File: src/rtl/gnor_sweep_ctrl_if.sv
// rtl/gnor_sweep_ctrl_if.sv - control/status bundle between the NOR sweep controller and its user
// Optional fault-log signals exist only when GNOR_SWEEP_FAULT_LOG_EN is defined.
interface gnor_sweep_ctrl_if #(
    parameter int ERR_W = 4
);
    logic             start;
    logic             abort;
    logic             y;
    logic             a;
    logic             b;
    logic             busy;
    logic             done;
    logic             pass;
    logic [ERR_W-1:0] err_count;
`ifdef GNOR_SWEEP_FAULT_LOG_EN
    logic             fault_vld;
    logic [1:0]       fault_vec;

    modport master (
        output start, abort, y,
        input  a, b, busy, done, pass, err_count, fault_vld, fault_vec
    );

    modport slave (
        input  start, abort, y,
        output a, b, busy, done, pass, err_count, fault_vld, fault_vec
    );
`else
    modport master (
        output start, abort, y,
        input  a, b, busy, done, pass, err_count
    );

    modport slave (
        input  start, abort, y,
        output a, b, busy, done, pass, err_count
    );
`endif
endinterface

File: src/rtl/gnor_sweep_ctrl.sv
// rtl/gnor_sweep_ctrl.sv - NOR gate truth-table sweep and self-check sequencer
// Optional first-fault capture enabled by defining GNOR_SWEEP_FAULT_LOG_EN.
module gnor_sweep_ctrl #(
    parameter int HOLD_CYCLES = 4,
    parameter int ROUNDS      = 1,
    parameter int ERR_W       = 4
) (
    input  logic                 clk,
    input  logic                 rst,
    gnor_sweep_ctrl_if.slave     bus
);
    typedef enum logic [1:0] {
        S_IDLE  = 2'd0,
        S_APPLY = 2'd1,
        S_DONE  = 2'd2
    } state_t;

    state_t           state;
    logic [7:0]       hold_cnt;
    logic [1:0]       vec;
    logic [7:0]       round_cnt;
    logic             a_q;
    logic             b_q;
    logic             busy_q;
    logic             done_q;
    logic             pass_q;
    logic [ERR_W-1:0] err_q;

    logic             exp_y;
    logic             mismatch;
    logic             sample;
    logic             run_start;
    logic [ERR_W-1:0] err_next;
    logic [1:0]       vec_inc;
    logic [1:0]       ab_next;

    // Gray order (a,b): 00, 10, 11, 01 -- only one gate input toggles per step.
    function automatic logic [1:0] vec_ab(input logic [1:0] v);
        case (v)
            2'd0:    vec_ab = 2'b00;
            2'd1:    vec_ab = 2'b10;
            2'd2:    vec_ab = 2'b11;
            default: vec_ab = 2'b01;
        endcase
    endfunction

    // Sample decode and saturating mismatch count for the current vector.
    always_comb begin
        exp_y     = (vec == 2'd0);
        mismatch  = (bus.y != exp_y);
        sample    = (state == S_APPLY) && !bus.abort && (hold_cnt == 8'(HOLD_CYCLES - 1));
        run_start = (state == S_IDLE) && bus.start && !bus.abort;
        vec_inc   = vec + 2'd1;
        ab_next   = vec_ab(vec_inc);
        err_next  = err_q;
        if (mismatch && (err_q != {ERR_W{1'b1}})) begin
            err_next = err_q + ERR_W'(1);
        end
    end

    // Sequencer FSM: IDLE -> APPLY (vectors x rounds) -> DONE -> IDLE, abort back to IDLE.
    always_ff @(posedge clk or posedge rst) begin
        if (rst) begin
            state     <= S_IDLE;
            hold_cnt  <= 8'd0;
            vec       <= 2'd0;
            round_cnt <= 8'd0;
            a_q       <= 1'b0;
            b_q       <= 1'b0;
            busy_q    <= 1'b0;
            done_q    <= 1'b0;
            pass_q    <= 1'b0;
            err_q     <= '0;
        end else begin
            done_q <= 1'b0;
            case (state)
                S_IDLE: begin
                    if (run_start) begin
                        state     <= S_APPLY;
                        busy_q    <= 1'b1;
                        hold_cnt  <= 8'd0;
                        vec       <= 2'd0;
                        round_cnt <= 8'd0;
                        {a_q, b_q} <= vec_ab(2'd0);
                        err_q     <= '0;
                        pass_q    <= 1'b0;
                    end
                end
                S_APPLY: begin
                    if (bus.abort) begin
                        state     <= S_IDLE;
                        busy_q    <= 1'b0;
                        hold_cnt  <= 8'd0;
                        vec       <= 2'd0;
                        round_cnt <= 8'd0;
                        a_q       <= 1'b0;
                        b_q       <= 1'b0;
                        pass_q    <= 1'b0;
                    end else if (sample) begin
                        err_q    <= err_next;
                        hold_cnt <= 8'd0;
                        vec      <= vec_inc;
                        if (vec == 2'd3) begin
                            if (round_cnt == 8'(ROUNDS - 1)) begin
                                state     <= S_DONE;
                                busy_q    <= 1'b0;
                                done_q    <= 1'b1;
                                pass_q    <= (err_next == '0);
                                round_cnt <= 8'd0;
                                a_q       <= 1'b0;
                                b_q       <= 1'b0;
                            end else begin
                                round_cnt  <= round_cnt + 8'd1;
                                {a_q, b_q} <= ab_next;
                            end
                        end else begin
                            {a_q, b_q} <= ab_next;
                        end
                    end else begin
                        hold_cnt <= hold_cnt + 8'd1;
                    end
                end
                S_DONE: begin
                    state <= S_IDLE;
                end
                default: begin
                    state  <= S_IDLE;
                    busy_q <= 1'b0;
                end
            endcase
        end
    end

    assign bus.a         = a_q;
    assign bus.b         = b_q;
    assign bus.busy      = busy_q;
    assign bus.done      = done_q;
    assign bus.pass      = pass_q;
    assign bus.err_count = err_q;

`ifdef GNOR_SWEEP_FAULT_LOG_EN
    logic       fault_vld_q;
    logic [1:0] fault_vec_q;

    // Capture only the first mismatching vector of a run; held until the next start.
    always_ff @(posedge clk or posedge rst) begin
        if (rst) begin
            fault_vld_q <= 1'b0;
            fault_vec_q <= 2'b00;
        end else if (run_start) begin
            fault_vld_q <= 1'b0;
            fault_vec_q <= 2'b00;
        end else if (sample && mismatch && !fault_vld_q) begin
            fault_vld_q <= 1'b1;
            fault_vec_q <= {a_q, b_q};
        end
    end

    assign bus.fault_vld = fault_vld_q;
    assign bus.fault_vec = fault_vec_q;
`endif

endmodule
File: src/flat_wrapper.sv
// flat-port wrapper written by rule: the top's interface ports become plain ports
module gnor_sweep_ctrl_flat 
#(
    parameter int HOLD_CYCLES = 4,
    parameter int ROUNDS      = 1,
    parameter int ERR_W       = 4
)
  (clk, rst, bus_start, bus_abort, bus_y, bus_a, bus_b, bus_busy, bus_done, bus_pass, bus_err_count);
  gnor_sweep_ctrl_if #(.ERR_W(ERR_W)) bus_i ();
  input  logic clk;
  input  logic rst;
  input wire logic [$bits(bus_i.start)-1:0] bus_start;
  input wire logic [$bits(bus_i.abort)-1:0] bus_abort;
  input wire logic [$bits(bus_i.y)-1:0] bus_y;
  output wire logic [$bits(bus_i.a)-1:0] bus_a;
  output wire logic [$bits(bus_i.b)-1:0] bus_b;
  output wire logic [$bits(bus_i.busy)-1:0] bus_busy;
  output wire logic [$bits(bus_i.done)-1:0] bus_done;
  output wire logic [$bits(bus_i.pass)-1:0] bus_pass;
  output wire logic [$bits(bus_i.err_count)-1:0] bus_err_count;
  assign bus_i.start = bus_start;
  assign bus_i.abort = bus_abort;
  assign bus_i.y = bus_y;
  assign bus_a = bus_i.a;
  assign bus_b = bus_i.b;
  assign bus_busy = bus_i.busy;
  assign bus_done = bus_i.done;
  assign bus_pass = bus_i.pass;
  assign bus_err_count = bus_i.err_count;
  gnor_sweep_ctrl #(.HOLD_CYCLES(HOLD_CYCLES), .ROUNDS(ROUNDS), .ERR_W(ERR_W)) u_core (.clk(clk), .rst(rst), .bus(bus_i));
endmodule
File: config.mk
export PLATFORM = sky130hd
export DESIGN_NAME = gnor_sweep_ctrl_flat
export DESIGN_NICKNAME = d
export VERILOG_FILES = /design/src/rtl/gnor_sweep_ctrl_if.sv /design/src/rtl/gnor_sweep_ctrl.sv /design/src/flat_wrapper.sv
export SDC_FILE = /design/constraint.sdc
export NUM_CORES = 1
export LEC_CHECK = 0
export BUFFER_PORTS_ARGS = -buffer_cell sky130_fd_sc_hd__buf_2
export CAP_MARGIN = 20
export CORE_AREA = 2 2 77 79
export DETAILED_ROUTE_END_ITERATION = 10
export DIE_AREA = 0 0 79 81
export GPL_TIMING_DRIVEN = 0
export PLACE_DENSITY_LB_ADDON = 0.1
export SYNTH_ARGS = -nofsm -noshare
export SYNTH_HDL_FRONTEND = slang
export SYNTH_SLANG_ARGS = --single-unit
File: constraint.sdc
create_clock -name clk -period 2.7 [get_ports clk]
set_input_delay 0.135 -clock clk [delete_from_list [all_inputs] [get_ports clk]]
set_output_delay 0.135 -clock clk [all_outputs]
set_load 0.02 [all_outputs]
==> out/results.md <==
Run status
- result of the run: completed

Synthesis
- fraction of the mapped netlist area in simple logic gates: 27.8%
- post-synthesis sequential area ratio: 43.6%
- EDFF count, synth: 0
- cell count after synthesis: 165
- Post-Syn Nets: 176
- dominant register cell in the synthesized netlist: sky130_fd_sc_hd__dfrtp_1
- area fraction in compound gates after synthesis: 14.3%
- Area contributors post-synth: sky130_fd_sc_hd__dfrtp_1, sky130_fd_sc_hd__ha_1, sky130_fd_sc_hd__nor2_1, sky130_fd_sc_hd__nor3_1, sky130_fd_sc_hd__nand3_1
- netlist area before placement: 1610 um2
- flip-flop and latch count after synthesis: 28
- Syn. warnings: 0
- top post-synthesis cells by count: sky130_fd_sc_hd__dfrtp_1, sky130_fd_sc_hd__nor2_1, sky130_fd_sc_hd__nand2_1
- synthesized-area fraction occupied by xor and xnor cells: 4.36%
- share of flip-flops with an asynchronous set or reset after synthesis: 100%
- number of unique standard cell types used by synthesis: 48
- Adder-Cell Fraction of Synth Area: 4.68%
- average size of a mapped cell: 9.73 um2
- multiplexer area fraction after synthesis: 2.65%
- largest family of logic cells by synthesized area: simple AND/OR/NAND/NOR gates
- fraction of synthesized cell area taken by the top area cell type: 43.6%
- leading area contributor after synthesis: sky130_fd_sc_hd__dfrtp_1
- most used standard cell by instance count after synthesis: sky130_fd_sc_hd__dfrtp_1

Finish
- number of inserted filler cells in the final layout: 624
- area grow syn2layout: 16.7%
- fraction of layout cells with a size suffix above 1: 18.5%
- fin nets: 196
- diode count: 0
- Non-Filler Instances: 259

Clocking
- CTS clk-pin slew, worst paths: 0.11 ns
- insertion delay of the later-clocked pin in the worst-skew pair: 0.28 ns
- Num CTS Buffers: 3
- Post-CTS Setup Inserts: 0
- number of sinks on the clock net: 28
- TritonCTS clock tree: done
- post-cts sizing count: 0
- post-cts hold buffer count: 1
- CTS HTree Levels: 1
- cell at the root of the clock tree: sky130_fd_sc_hd__clkbuf_8
- maximum root-to-sink buffer count: 2

STA
- Setup Skew: 0.00705 ns
- TNS Setup: 0 ns
- share of the clock period used by the worst path after layout: 81.6%
- worst slack on hold paths: 0.273 ns
- final hold violation count: 0
- relative slew slack: 58.9%
- max frequency: 454 MHz
- setup repair after global routing missed its margin: no
- number of max-slew violations in the final report: 0
- number of setup violations in the final report: 0
- worst slew pin tran: 0.612 ns
- minimum clock period after layout: 2.20 ns

Global route
- total congestion overflow after global routing: 0
- initial antenna violation count: 0
- number of global-route vias before repair: 1,237
- maximum number of pins on one net before global-route repair: 17
- all-layer global routing usage: 11.9%
- wire length of the first global-routing pass: 6040 um

Die
- die height: 81 um
- area of the core: 5680 um2
- count of standard-cell rows: 28
- Die Width: 79 um
- Ports: 14
- starting density of the core: 28.3%
- Die Footprint: 6400 um2

Drt
- Pre-Repair DR Iteration Count: 4
- via count of the routed design: 1,295
- routed len/inst: 13.2 um
- M1 WL: 1700 um
- DRC viols: 0
- via density per instance: 5.00
- highest routing layer actually used: met4
- total wire length: 3430 um
- Met2 Wirelength: 1600 um
- met3 routed wirelength: 101 um
- drt initial violations: 57
- number of antenna-violating nets in the routed design: 0

Place
- half-perimeter wire length of the detailed placement result: 2660 um
- routability cong.: 0.789
- number of placed instances with taps included: 254
- input/output buffers: 13

Worst setup path
- startpoint-to-endpoint class of the critical path: reg2reg
- crit path launch type: register
- endpoint type of the worst setup path: register
- required time of the critical path: 2.87 ns
- data arrival time at the worst-slack endpoint: 2.38 ns
- r2r worst-path depth: 6
- critical-path maximum fanout: 7

Min path
- class of the most critical hold timing path: in2reg
- Cells on Worst Hold Path: 4

Power
- IR drop worst, VDD: 0.252 mV
- leakage power figure: 0.811 nW
- total power per unit cell area: 679 nW/um2

Flow run
- total of max-cap violations: 0

==> layout make-up <==
type	instances	area (um2)	area share, %
Clock inverter	1	30.0	1.60
Buffer	4	18.8	1.00
Timing Repair Buffer	15	103	5.48
Tap cell	75	93.8	5.01
Sequential cell	28	701	37.4
Inverter	6	22.5	1.20
Multi-Input combinational cell	127	863	46.1
Clock buffer	3	41.3	2.20
==> worst max-delay path: stages, from the launching register on <==
cell	delay [ns]
sky130_fd_sc_hd__dfrtp_1	0.40
sky130_fd_sc_hd__ha_1	0.21
sky130_fd_sc_hd__nor3b_2	0.29
sky130_fd_sc_hd__nand2_1	0.15
sky130_fd_sc_hd__o21a_1	0.28
sky130_fd_sc_hd__nor3_4	0.40
sky130_fd_sc_hd__mux2_1	0.36
==> kinds of logic after synthesis <==
logic type | Yosys count
adder cells (fa/ha/maj) | 6
AND/OR/NAND/NOR | 76
flip-flops | 28
multiplexers | 4
XOR/XNOR | 8
buffers and inverters | 10
AO/OA/AOI/OAI | 33
==> final timing paths <==
| check | startpoint | endpoint | slack, ns |
|---|---|---|---|
| max in group asynchronous | rst | u_core.round_cnt[1]$_DFFE_PP0P_ | 1.78 |
| min | bus_abort | u_core.round_cnt[1]$_DFFE_PP0P_ | 0.27 |
| min in group asynchronous | rst | u_core.hold_cnt[5]$_DFFE_PP0P_ | 0.44 |
| max reg2reg | u_core.hold_cnt[0]$_DFFE_PP0P_ | u_core.bus.pass$_DFFE_PP0P_ | 0.50 |
| max | u_core.hold_cnt[0]$_DFFE_PP0P_ | u_core.bus.pass$_DFFE_PP0P_ | 0.50 |
| min reg2reg | u_core.hold_cnt[0]$_DFFE_PP0P_ | u_core.hold_cnt[0]$_DFFE_PP0P_ | 0.51 |
==> power by group <==
group          internal [mW]  switching [mW]
clock                  0.199           0.140
sequential             0.474          0.0523
combinational          0.160           0.247
==> sequential cells by signal, summed over array words and instances (netlist names) <==
register / cells
u_core.hold_cnt: 8
u_core.round_cnt: 8
u_core.bus.err_count: 4
u_core.state: 2
u_core.vec: 2
u_core.bus.a: 1
u_core.bus.busy: 1
u_core.bus.done: 1
u_core.bus.pass: 1
==> per-stage QoR <==
stage / area (um2) / power (mW) / setup slack [ns] / utilization, %
3_5_place_dp: 1790 / 0.949 / 0.467 / 31.6
2_1_floorplan: 1610 / 0.827 / 0.822 / -
5_1_grt: 1870 / 1.36 / 0.347 / 33.0
4_1_cts: 1870 / 1.29 / 0.451 / 33.0
6_report: 1870 / 1.27 / 0.498 / 33.0
3_3_place_gp: 1760 / 0.939 / 0.479 / 31.1
==> per-layer routing <==
layer | track usage (%) | vias to the layer above
li1 | - | 640
met1 | 16.9 | 630
met2 | 19.1 | 21
met3 | 1.33 | 4
met4 | 4.14 | 0
met5 | 0 | -
==> cells in the final DEF (no fill, tap or decap), types with 4 or more instances in the layout <==
| cell | synthesis | layout |
|---|---|---|
| sky130_fd_sc_hd__dfrtp_1 | 28 | 28 |
| sky130_fd_sc_hd__nor2_1 | 18 | 18 |
| sky130_fd_sc_hd__buf_2 | 3 | 16 |
| sky130_fd_sc_hd__nand2_1 | 11 | 11 |
| sky130_fd_sc_hd__nor3_1 | 10 | 10 |
| sky130_fd_sc_hd__o21ai_0 | 9 | 9 |
| sky130_fd_sc_hd__nand3_1 | 9 | 9 |
| sky130_fd_sc_hd__inv_1 | 6 | 6 |
| sky130_fd_sc_hd__ha_1 | 6 | 6 |
| sky130_fd_sc_hd__xnor2_1 | 5 | 5 |
| sky130_fd_sc_hd__a21oi_1 | 5 | 5 |
| sky130_fd_sc_hd__nand2b_1 | 4 | 4 |
(Power assumes the default switching activity.)
